## src/rtl/fixed_linear_weight_source_pkg.sv

```systemverilog
// Shared types and helpers for the fixed linear weight source.
package fixed_linear_weight_source_pkg;

  // Streaming controller states.
  typedef enum logic [1:0] {
    IDLE   = 2'd0,
    STREAM = 2'd1,
    DRAIN  = 2'd2
  } state_e;

  // Counter/address width for n values, never narrower than one bit.
  function automatic int clog2_min1(input int n);
    return (n <= 1) ? 1 : $clog2(n);
  endfunction

endpackage

```

## src/rtl/fixed_linear_weight_source_unpacked_fifo2.sv

```systemverilog
// unpacked_fifo2: two-entry FIFO of SIZE-element unpacked words.
// When empty, a pushed word is presented on the output in the same cycle
// (fall-through) and is only stored if the consumer does not take it.
module unpacked_fifo2 #(
  parameter int WIDTH = 16,
  parameter int SIZE  = 1
) (
  input  logic             clk,
  input  logic             rst,
  input  logic             push,
  input  logic [WIDTH-1:0] push_data [SIZE],
  output logic [1:0]       count,
  output logic             out_valid,
  input  logic             out_ready,
  output logic [WIDTH-1:0] out_data  [SIZE]
);

  logic [WIDTH-1:0] mem_q [2][SIZE];
  logic [WIDTH-1:0] mem_d [2][SIZE];
  logic             rd_ptr_q, rd_ptr_d;
  logic             wr_ptr_q, wr_ptr_d;
  logic [1:0]       count_q, count_d;
  logic             empty, store, drain;

  // Output selection (stored head or fall-through) and next storage state.
  always_comb begin
    empty     = (count_q == 2'd0);
    out_valid = !empty || push;
    drain     = !empty && out_ready;
    store     = push && !(empty && out_ready);
    for (int k = 0; k < SIZE; k++) begin
      out_data[k] = '0;
      if (!empty)    out_data[k] = mem_q[rd_ptr_q][k];
      else if (push) out_data[k] = push_data[k];
    end
    mem_d = mem_q;
    if (store) begin
      for (int k = 0; k < SIZE; k++) mem_d[wr_ptr_q][k] = push_data[k];
    end
    wr_ptr_d = wr_ptr_q ^ store;
    rd_ptr_d = rd_ptr_q ^ drain;
    count_d  = count_q + {1'b0, store} - {1'b0, drain};
    count    = count_q;
  end

  // Storage, pointers and occupancy.
  always_ff @(posedge clk or negedge rst) begin
    if (!rst) begin
      for (int i = 0; i < 2; i++)
        for (int k = 0; k < SIZE; k++) mem_q[i][k] <= '0;
      rd_ptr_q <= 1'b0;
      wr_ptr_q <= 1'b0;
      count_q  <= 2'd0;
    end else begin
      mem_q    <= mem_d;
      rd_ptr_q <= rd_ptr_d;
      wr_ptr_q <= wr_ptr_d;
      count_q  <= count_d;
    end
  end

endmodule

```

## src/rtl/fixed_linear_weight_source.sv

```systemverilog
// fixed_linear_weight_source: replays a tiled weight matrix REPEAT times from
// a single-port memory (1-cycle read latency) as a valid/ready tile stream.
// Optional feature macro: FIXED_LINEAR_WEIGHT_SOURCE_LAST_EN adds weight_last,
// marking the final tile of each pass.
module fixed_linear_weight_source
  import fixed_linear_weight_source_pkg::*;
#(
  parameter  int WEIGHT_PRECISION_0       = 16,
  parameter  int WEIGHT_TENSOR_SIZE_DIM_0 = 20,
  parameter  int WEIGHT_TENSOR_SIZE_DIM_1 = 20,
  parameter  int WEIGHT_PARALLELISM_DIM_0 = 4,
  parameter  int WEIGHT_PARALLELISM_DIM_1 = 4,
  parameter  int REPEAT                   = 5,
  localparam int DEPTH_DIM_0 = WEIGHT_TENSOR_SIZE_DIM_0 / WEIGHT_PARALLELISM_DIM_0,
  localparam int DEPTH_DIM_1 = WEIGHT_TENSOR_SIZE_DIM_1 / WEIGHT_PARALLELISM_DIM_1,
  localparam int NUM_TILES   = DEPTH_DIM_0 * DEPTH_DIM_1,
  localparam int ADDR_WIDTH  = clog2_min1(NUM_TILES),
  localparam int TILE_SIZE   = WEIGHT_PARALLELISM_DIM_0 * WEIGHT_PARALLELISM_DIM_1
) (
  input  logic                                    clk,
  input  logic                                    rst,
  input  logic                                    start,
  output logic                                    busy,
  output logic                                    done,
  output logic                                    mem_rd_en,
  output logic [ADDR_WIDTH-1:0]                   mem_rd_addr,
  input  logic [TILE_SIZE*WEIGHT_PRECISION_0-1:0] mem_rd_data,
  output logic [WEIGHT_PRECISION_0-1:0]           weight [TILE_SIZE],
  output logic                                    weight_valid,
`ifdef FIXED_LINEAR_WEIGHT_SOURCE_LAST_EN
  output logic                                    weight_last,
`endif
  input  logic                                    weight_ready
);

  localparam int XW = clog2_min1(DEPTH_DIM_0);
  localparam int YW = clog2_min1(DEPTH_DIM_1);
  localparam int PW = clog2_min1(REPEAT);

  state_e                        state_q, state_d;
  logic [XW-1:0]                 tile_x_q, tile_x_d;
  logic [YW-1:0]                 tile_y_q, tile_y_d;
  logic [PW-1:0]                 pass_q, pass_d;
  logic                          inflight_q, inflight_d;
  logic [1:0]                    fifo_count;
  logic                          pop, room;
  logic                          x_last, y_last, p_last;
  logic [WEIGHT_PRECISION_0-1:0] rd_tile [TILE_SIZE];

  // Controller: start acceptance, read issue with credit check, tile walk
  // (x fastest, then y, then pass) and drain-to-done.
  always_comb begin
    state_d    = state_q;
    tile_x_d   = tile_x_q;
    tile_y_d   = tile_y_q;
    pass_d     = pass_q;
    busy       = 1'b0;
    done       = 1'b0;
    mem_rd_en  = 1'b0;
    pop        = weight_valid && weight_ready;
    // Stored words plus the word in flight, minus what leaves now, must
    // leave a free slot for the read issued this cycle.
    room       = (int'(fifo_count) + int'(inflight_q) - int'(pop)) < 2;
    x_last     = (tile_x_q == XW'(DEPTH_DIM_0 - 1));
    y_last     = (tile_y_q == YW'(DEPTH_DIM_1 - 1));
    p_last     = (pass_q   == PW'(REPEAT - 1));
    case (state_q)
      IDLE: begin
        tile_x_d = '0;
        tile_y_d = '0;
        pass_d   = '0;
        if (start) state_d = STREAM;
      end
      STREAM: begin
        busy      = 1'b1;
        mem_rd_en = room;
        if (room) begin
          if (!x_last) begin
            tile_x_d = tile_x_q + XW'(1);
          end else begin
            tile_x_d = '0;
            if (!y_last) begin
              tile_y_d = tile_y_q + YW'(1);
            end else begin
              tile_y_d = '0;
              if (!p_last) begin
                pass_d = pass_q + PW'(1);
              end else begin
                pass_d  = '0;
                state_d = DRAIN;
              end
            end
          end
        end
      end
      DRAIN: begin
        if (fifo_count == 2'd0 && !inflight_q) begin
          done    = 1'b1;
          state_d = IDLE;
        end else begin
          busy = 1'b1;
        end
      end
      default: state_d = IDLE;
    endcase
    inflight_d = mem_rd_en;
  end

  // Row-major tile address from the walk counters.
  always_comb begin
    mem_rd_addr = ADDR_WIDTH'(tile_y_q) * ADDR_WIDTH'(DEPTH_DIM_0) + ADDR_WIDTH'(tile_x_q);
  end

  // Split the packed memory word into elements, element k at bits [k*W +: W].
  always_comb begin
    for (int k = 0; k < TILE_SIZE; k++)
      rd_tile[k] = mem_rd_data[k*WEIGHT_PRECISION_0 +: WEIGHT_PRECISION_0];
  end

  // Controller state, walk counters and the read-in-flight marker.
  always_ff @(posedge clk or negedge rst) begin
    if (!rst) begin
      state_q    <= IDLE;
      tile_x_q   <= '0;
      tile_y_q   <= '0;
      pass_q     <= '0;
      inflight_q <= 1'b0;
    end else begin
      state_q    <= state_d;
      tile_x_q   <= tile_x_d;
      tile_y_q   <= tile_y_d;
      pass_q     <= pass_d;
      inflight_q <= inflight_d;
    end
  end

  // Returning read data is pushed the cycle it arrives; a read in flight
  // across reset is dropped because inflight_q is cleared.
  unpacked_fifo2 #(
    .WIDTH (WEIGHT_PRECISION_0),
    .SIZE  (TILE_SIZE)
  ) u_fifo (
    .clk       (clk),
    .rst       (rst),
    .push      (inflight_q),
    .push_data (rd_tile),
    .count     (fifo_count),
    .out_valid (weight_valid),
    .out_ready (weight_ready),
    .out_data  (weight)
  );

`ifdef FIXED_LINEAR_WEIGHT_SOURCE_LAST_EN
  logic       last_inflight_q, last_inflight_d;
  logic       last_in [1];
  logic       last_out [1];
  logic [1:0] last_count;
  logic       last_valid;

  // Tag the read of the final tile of a pass; it lands alongside its data.
  always_comb begin
    last_inflight_d = mem_rd_en && x_last && y_last;
    last_in[0]      = last_inflight_q;
    weight_last     = last_valid && last_out[0] && (last_count <= 2'd2);
  end

  // Tag delay matching the memory read latency.
  always_ff @(posedge clk or negedge rst) begin
    if (!rst) last_inflight_q <= 1'b0;
    else      last_inflight_q <= last_inflight_d;
  end

  // Shadow FIFO with identical push/pop so the tag stays aligned with its tile.
  unpacked_fifo2 #(
    .WIDTH (1),
    .SIZE  (1)
  ) u_last_fifo (
    .clk       (clk),
    .rst       (rst),
    .push      (inflight_q),
    .push_data (last_in),
    .count     (last_count),
    .out_valid (last_valid),
    .out_ready (weight_ready),
    .out_data  (last_out)
  );
`endif

endmodule

```

## config.mk

```make
export PLATFORM = sky130hd
export DESIGN_NAME = fixed_linear_weight_source
export DESIGN_NICKNAME = d
export VERILOG_FILES = /design/src/rtl/fixed_linear_weight_source_pkg.sv /design/src/rtl/fixed_linear_weight_source_unpacked_fifo2.sv /design/src/rtl/fixed_linear_weight_source.sv
export SDC_FILE = /design/constraint.sdc
export NUM_CORES = 1
export LEC_CHECK = 0
export ABC_AREA = 1
export CAP_MARGIN = 20
export CORE_MARGIN = 5
export CORE_UTILIZATION = 46
export DETAILED_ROUTE_END_ITERATION = 8
export PLACE_DENSITY = 0.74
export SLEW_MARGIN = 5
export SYNTH_ARGS = -nofsm -noshare
export SYNTH_HDL_FRONTEND = slang
export SYNTH_SLANG_ARGS = --single-unit
```

## constraint.sdc

```tcl
create_clock -name clk -period 6.72 [get_ports clk]
set_input_delay 1.008 -clock clk [delete_from_list [all_inputs] [get_ports clk]]
set_output_delay 1.008 -clock clk [all_outputs]
set_load 0.03 [all_outputs]
```

==> results.ini, run 1 <==
[finish]
fill_cells=4491
multi_input_area_mm2=0.0111
nNetsFinal=3131
final_cells=3654
drive_gt1_share_pct=20.9
ff_latch_area_mm2=0.0132
fin_area_mm2=0.0330
area_delta_synth_final_pct=28.3

[timing]
setup_violations=0
fin_crit_ps=5360
relSlewSlack_pct=25.6
clock_skew_ps=22.9
setup_tns_ps=0
hold_violations=0
maxSlewViolCount=0
rsz0062_at_grt=no
fmax_mhz=187
tightest_slew_ps=1120
post-route-period-util_pct=79.7

[synth]
netlist_instances=2441
synth.avg_cell_area_um2=10.6
ys.warnings.count=0
post-synth-top-count-cell=dfrtp_1
synth_seq_cells=528
yosysTopAreaCellShare_pct=51.3
synth-seq-area-share_pct=51.3
ys_types=29
netlist_top_cells_count=528 x dfrtp_1, 478 x mux2_2, 272 x o21ai_1
yosysTopAreaCell=dfrtp_1
synthFlopType=dfrtp_1
syn-num-nets=2727
synthArstFlopShare_pct=100
synth-edff-count=0
synthesis.area_mm2=0.0258
synthTopCellsByArea=dfrtp_1 51%, mux2_2 21%, o21ai_1 5.3%

[power]
pwr_density_cell_mw_per_mm2=608
p_comb_share_pct=56.2
peakVddDrop_mv=0.407
p_leak_nw=13.5
p_int_mw=11.2
power.share.sequential_pct=27.9
netSwitchingPower_mw=8.89
total_power_mw=20.1
p_sw_share_pct=44.2
clkPwrFrac_pct=16.0

[die]
die_area_mm2=0.0608
pin_count=525
rows=86
fp.coreArea_mm2=0.0553
die_h_um=247
die_w_um=247
initial_core_util_pct=46.6

[clocking]
h-tree-depth=2
root_buffer=clkbuf_16
cts_resized=0
clock-sinks=528
clk_path_buf_depth=3
cts_buffers=56
worstSkewPairLatency_ps=610
cts_hold_buf=0
cts_tree=done
cts.clk_slew.worst_paths_ps=60
post_cts_buffers=0

[global_route]
grt_overflow=0
grt_use_total_pct=25.8
antenna_found_initial=25
grt_max_degree=177
grt_pass1_vias=21514
grt_first_pass_wirelength_um=126000

[drt]
via_count=21065
via_per_inst=5.76
drt-initial-drc-count=1762
drtPass1Iterations=5
wl_per_cell_um=22.3
ant_nets=0
wl_um=81400
drc=0

[placement]
numPortBuffers=524
gp_congestion=0.855
dp.cells=3535
post-dp-hpwl_um=52200
dpl-instance-area_mm2=0.0311

[worst_setup_path]
worstSetupStartpointType=flip-flop
end_kind=output port
crit_path_max_incr_delay_ps=850
crit_path_frequent_cell=buf_4
arrival_ps=4350
crit_path_cell_trace=nor2_4, buf_4, buf_4, nand3_1, o21ai_1, clkdlybuf4s50_1
crit_path_top_delay_cell=buf_4
path_class=flip-flop to output port
cp.required_ps=5710
worstPathMaxFanout=79

[status]
status=complete, no violations

[run]
cap_violations=0

[min_path]
hp-class=input port to asynchronous set/reset pin

[power groups by stage]
stage	combinational (mW)	clock, mW	sequential, mW
4_1_cts	11.3	3.26	5.58
5_1_grt	12.0	3.39	5.78
2_1_floorplan	7.17	0	5.31
3_3_place_gp	11.1	0	5.50
6_report	11.3	3.21	5.60
3_5_place_dp	11.2	0	5.63
[logic make-up after synthesis]
family / count (synthesis) / synth area share (%)
adders and majority gates: 26 / 1.32
AOI/OAI and AO/OA: 556 / 11.0
DFF: 528 / 51.3
xor gates and xnor gates: 6 / 0.204
muxes: 478 / 20.9
buffers and inverters: 277 / 5.57
and+or+nand+nor: 570 / 9.68
[final cells by class]
class	count	share of cell area (%)
antenna	16	0.121
clock buffer	84	5.02
clock inverter	19	0.776
inverter	76	0.901
multi-input combinational	1636	33.7
sequential	528	40.0
tap	748	2.83
timing repair buffer	547	16.6
[metal layers]
metal / vias to the layer above / global-route usage (%) / routed length, um
met3: 162 / 8.25 / 7370
met1: 10737 / 33.1 / 32100
met4: 22 / 8.96 / 2640
met5: - / 0 / 142
li1: 9371 / - / -
met2: 773 / 41.4 / 39100
[flip-flops by register name (all words and copies together), names as in the netlist]
name,count
u_fifo.mem_q,512
u_fifo.wr_ptr_q,1
u_fifo.rd_ptr_q,1
u_fifo.count,2
pass_q,3
state_q,2
inflight_q,1
tile_x_q,3
tile_y_q,3
[worst max-delay path, delay by kind of cell (launching register included)]
family / cells / cell delay, ps
buffers and inverters: 3 / 2270
and+or+nand+nor: 2 / 770
DFF: 1 / 470
AOI/OAI and AO/OA: 1 / 130
[through the flow]
step           hold WS (ps)  util (%)  setup slack (ps)
2_1_floorplan           467         -              3150
6_report                469      59.8              1360
5_1_grt                 510      59.7              1050
3_5_place_dp            490      56.2              1850
4_1_cts                 504      59.7              1320
3_3_place_gp            483      56.2              1890
[placed cells by master, fill, tap and decap left out, types with 5 or more instances in the layout]
master	count
nand2_1	42
nand3_1	250
o21ai_1	272
nor2_1	265
mux2_2	478
clkinv_2	12
inv_1	74
clkbuf_8	11
clkdlybuf4s50_1	523
clkbuf_16	58
o22ai_1	49
bufinv_16	6
a21oi_1	5
buf_12	6
ha_1	22
diode_2	16
buf_4	17
o21ai_0	229
clkbuf_1	15
dfrtp_1	526
[final timing paths]
path                       depth (start not counted)         startpoint                 to  slack, ps
setup / recovery                                   6    u_fifo.count[1]        weight[129]       1360
min in group clk                                   1  u_fifo.mem_q[431]  u_fifo.mem_q[431]        500
hold / removal                                     1                rst  u_fifo.mem_q[462]        470
max in group asynchronous                          2                rst  u_fifo.mem_q[340]       4600
setup reg to reg                                   5         inflight_q   u_fifo.mem_q[65]       3120
hold reg to reg                                    1  u_fifo.mem_q[431]  u_fifo.mem_q[431]        500
(Power assumes the default switching activity.)
==> inputs of run 2 (changes only) <==
- PLACE_DENSITY: 0.74 -> 0.77
- clock period: 6.72 -> 4.9 ns (I/O delays scaled with it)
==> run 2 against run 1 <==
  * Non-clock buffer count increased by 2
  * Clock power increased by 35%
  * Sequential share of layout area decreased by 0.12 points
  * Highest routed layer unchanged
  * Largest power group unchanged
  * Clock skew increased by 2.5 ps
  * Worst setup slack got worse by 1100 ps
  * Count of clock-buffer cells in the layout increased by 6
  * First-iteration DRC count decreased by 13%
==> results.ini, run 2 (synthesis gave the netlist of run 1 again) <==
[placement]
post-dp-hpwl_um=50500
dpl-instance-area_mm2=0.0312
place_ws_ps=574
numPortBuffers=524
gp_congestion=0.881

[clocking]
root_buffer=clkbuf_16
clock-sinks=528
cts_resized=0
cts_tree=done
cts_hold_buf=0
cts.clk_slew.worst_paths_ps=60
post_cts_buffers=0
h-tree-depth=2
clk_path_buf_depth=3
worstSkewPairLatency_ps=620
cts_buffers=56

[die]
die_area_mm2=0.0608
die_w_um=247
pin_count=525
initial_core_util_pct=46.6
die_h_um=247
fp.coreArea_mm2=0.0553
rows=86

[drt]
drtPass1Iterations=5
drt-initial-drc-count=1540
wl_per_cell_um=21.8
via_per_inst=5.78
wl_um=80000
ant_nets=0
drc=0
via_count=21162

[timing]
rsz0062_at_grt=no
tightest_slew_ps=1260
maxSlewViolCount=0
setup_tns_ps=0
setup_violations=0
fin_crit_ps=4640
relSlewSlack_pct=15.9
clock_skew_ps=25.4
post-route-period-util_pct=94.7
hold_violations=0
setup_ws_ps=261
fmax_mhz=216

[worst_setup_path]
path_class=flip-flop to output port
timing.rr.end=u_fifo.mem_q[193]
r2r-start=u_fifo.count[1]
r2r_cells=6
cp.required_ps=4160
arrival_ps=3900
end_kind=output port
worstPathMaxFanout=201
rrSetupSlack_ps=1280
worstSetupStartpointType=flip-flop

[run]
cap_violations=0

[finish]
mostFrequentLayoutCell=dfrtp_1
mostFrequentLayoutCells=526 x dfrtp_1, 523 x clkdlybuf4s50_1, 478 x mux2_2, 272 x o21ai_1, 265 x nor2_1
ff_latch_area_mm2=0.0132
fill_cells=4497
regMostFlops=u_fifo.mem_q
multi_input_area_mm2=0.0111
drive_gt1_share_pct=21.1
utilization_pct=59.9
nNetsFinal=3133
area_delta_synth_final_pct=28.7
fin_area_mm2=0.0331
largest_register_ffs=512

[global_route]
grt_overflow=0
grt_use_total_pct=25.2
grt_pass1_vias=21398
grt_first_pass_wirelength_um=124000
grt_max_degree=202
antenna_found_initial=20

[power]
peakVddDrop_mv=0.548
pwr_density_cell_mw_per_mm2=832
p_leak_nw=13.5

[min_path]
hp-class=input port to asynchronous set/reset pin

[status]
status=complete, no violations

==> run 2: cell count changes in the layout (fill, tap and decap cells not counted), sizes merged <==
cell / change
inv: +3
clkinv: -5
buf: +2
clkinvlp: +1
clkbuf: +6
diode: +3
bufinv: -4
==> run 2: cell type report <==
class	count	share of cell area, %
antenna	19	0.143
clock buffer	90	5.28
clock inverter	14	0.472
inverter	76	0.898
multi-input combinational	1636	33.6
sequential	528	39.9
tap	748	2.82
timing repair buffer	549	16.9
==> run 2: how the worst max path moves through the flow <==
| stage | endpoint | start | slack (ps) | cells past startpoint |
|---|---|---|---|---|
| after floorplan | mem_rd_en | u_fifo.count[1] | 1800 | 12 |
| after global placement | mem_rd_en | weight_ready | 630 | 12 |
| after detailed placement | mem_rd_en | weight_ready | 570 | 12 |
| after CTS | weight[2] | u_fifo.count[1] | 290 | 7 |
| after global routing | weight[200] | u_fifo.count[1] | 100 | 6 |
| final | busy | u_fifo.count[1] | 260 | 7 |
==> run 2: critical path: stages, from the launching register on <==
cell and delay (ps):
dfrtp_1 480, nor2_4 140, buf_4 490, buf_12 610
nand2_2 210, nand2_1 140, a21boi_0 140, clkdlybuf4s50_1 650
==> run 2: power by group <==
group | total, mW | leakage (nW) | internal, mW | switching (mW)
Sequential | 7.63 | 6.42 | 6.50 | 1.12
Clock | 4.34 | 0.945 | 2.55 | 1.79
Combinational | 15.6 | 6.17 | 6.29 | 9.32
Total | 27.6 | 13.5 | 15.3 | 12.2
==> run 2: per-layer routing <==
| metal | share of wire [%] | global-route usage (%) | vias up |
|---|---|---|---|
| li1 | - | - | 9374 |
| met1 | 39 | 32.1 | 10742 |
| met2 | 48 | 40.9 | 835 |
| met3 | 8.4 | 7.27 | 203 |
| met4 | 4.0 | 10.2 | 8 |
| met5 | 0.076 | 0 | - |
==> run 2: metrics by stage <==
| stage | hold slack [ps] | instances | power (mW) |
|---|---|---|---|
| floorplan | 439 | 2441 | 17.1 |
| global placement | 483 | 3537 | 22.7 |
| detailed placement | 490 | 3537 | 23.2 |
| CTS | 249 | 3641 | 27.7 |
| global route | 282 | 3653 | 29.0 |
| finish | 205 | 3660 | 27.6 |
==> inputs of run 3 (changes only) <==
--- a/config.mk
+++ b/config.mk
@@ -9,6 +9,7 @@
 export CAP_MARGIN = 20
+export CORE_ASPECT_RATIO = 1.1
 export CORE_MARGIN = 5
-export CORE_UTILIZATION = 46
+export CORE_UTILIZATION = 47
 export DETAILED_ROUTE_END_ITERATION = 8
-export PLACE_DENSITY = 0.77
+export PLACE_DENSITY = 0.78
 export SLEW_MARGIN = 5
==> constraint.sdc (replaced) <==
create_clock -name clk -period 4.9 [get_ports clk]
set_input_delay 1.47 -clock clk [delete_from_list [all_inputs] [get_ports clk]]
set_output_delay 1.47 -clock clk [all_outputs]
set_load 0.03 [all_outputs]
==> run 3 against run 2 <==
  * Sequential cell count unchanged
  * Non-clock buffer count up 34
  * Worst setup slack got worse by 80 ps
  * Clock power shrank 3%
  * Count of clock-buffer cells in the layout decreased by 20
  * Largest cell class unchanged
  * Largest power group unchanged
==> results.ini, run 3 (synthesis gave the netlist of run 1 again) <==
[finish]
mostFrequentLayoutCells=526 x dfrtp_1, 521 x clkdlybuf4s50_1, 478 x mux2_2, 272 x o21ai_1, 265 x nor2_1
drive_gt1_share_pct=22.3
multi_input_area_mm2=0.0112
nNetsFinal=3165
regMostFlops=u_fifo.mem_q
utilization_pct=61.3
area_delta_synth_final_pct=30.0
final_cells=3665
ff_latch_area_mm2=0.0132
fill_cells=4234
largest_register_ffs=512
mostFrequentLayoutCell=dfrtp_1

[worst_setup_path]
crit_path_top_delay_cell=fa_2
cp.required_ps=3430
path_class=input port to output port
rrSetupSlack_ps=1900
timing.rr.end=u_fifo.mem_q[402]
crit_path_frequent_cell=inv_2
worstSetupStartpointType=input port
worstPathMaxFanout=2
r2r-start=u_fifo.count[1]
arrival_ps=3250
crit_path_max_incr_delay_ps=540
crit_buf_inv=5
crit_path_cell_trace=dlygate4sd2_1, inv_2, a21oi_2, ha_1, inv_2, nand2_1, fa_2, nand3_2, nand2_2, nand2_2, inv_2, buf_6
end_kind=output port
cp_top_family=adder cells
r2r_cells=7
startpoint=weight_ready

[min_path]
hold_end=u_fifo.mem_q[366]
hold_start=u_fifo.mem_q[366]
hp-class=flip-flop to flip-flop
min_path_cells=1

[drt]
ant_nets=0
drc=0
wl_um=79000
drtPass1Iterations=5
via_count=21176
via_per_inst=5.78
drt-initial-drc-count=1812
wl_per_cell_um=21.6

[placement]
gp_congestion=0.864
post-dp-hpwl_um=51400
dp.cells=3555
numPortBuffers=524
place_ws_ps=-213

[global_route]
antenna_found_initial=16
grt_pass1_vias=21513
grt_max_degree=169
grt_overflow=0
grt_first_pass_wirelength_um=123000
grt_use_total_pct=25.4

[power]
peakVddDrop_mv=0.595
p_leak_nw=13.7
total_power_mw=27.6
pwr_density_cell_mw_per_mm2=824

[timing]
setup_violations=0
clock_skew_ps=14.5
fmax_mhz=212
post-route-period-util_pct=96.3
relSlewSlack_pct=27.9
maxSlewViolCount=0
rsz0062_at_grt=no
setup_ws_ps=181
fin_crit_ps=4720
tightest_slew_ps=1080
hold_violations=0

[clocking]
cts_hold_buf=0
cts_buffers=54
clk_path_buf_depth=3
root_buffer=clkbuf_16
cts_tree=done
h-tree-depth=2
cts.clk_slew.worst_paths_ps=50
clock-sinks=528
worstSkewPairLatency_ps=600

[die]
initial_core_util_pct=47.2
fp.coreArea_mm2=0.0546
rows=90
pin_count=525
die_h_um=256
die_area_mm2=0.0596
die_w_um=233

[run]
cap_violations=0

[status]
status=complete, no violations

[run 3: metal layers]
| metal | GRT usage, % | vias up | share of wire, % |
|---|---|---|---|
| li1 | - | 9424 | - |
| met1 | 32.8 | 10739 | 39 |
| met2 | 40.8 | 844 | 49 |
| met3 | 7.92 | 157 | 9.6 |
| met4 | 8.12 | 12 | 3.1 |
| met5 | 0 | - | 0.096 |
[run 3: layout make-up]
cell class / count / area share, %
Antenna cell: 10 / 0.0747
Timing Repair Buffer: 583 / 18.1
Clock buffer: 70 / 4.52
Clock inverter: 26 / 0.874
Multi-Input combinational cell: 1636 / 33.3
Tap cell: 736 / 2.75
Sequential cell: 528 / 39.5
Inverter: 76 / 0.889
[run 3: where the power goes]
part	leakage, nW	switching [mW]	internal, mW
clock	0.900	1.73	2.48
combinational	6.41	9.28	6.45
sequential	6.42	1.15	6.50
[run 3: how the worst max path moves through the flow]
stage	to	slack [ps]	cells past startpoint
floorplan	mem_rd_en	400	10
global placement	mem_rd_en	-240	14
detailed placement	mem_rd_en	-210	14
CTS	weight[14]	50	5
global route	mem_rd_en	40	12
finish	mem_rd_en	180	12
[run 3: through the flow]
step	hold WS, ps	instance area [um^2]	TNS, ps
final	499	33500	0
after detailed placement	490	31600	-213
after CTS	503	33400	0
after global routing	508	33500	0
after global placement	483	31600	-243
after floorplan	467	25800	0
[run 3: repair_timing]
item                       CTS  global route
setup endpoints to repair    1             3
cloned                       0             0
resized for setup           10             3
pin swaps                    4             0
buffers inserted             4             0
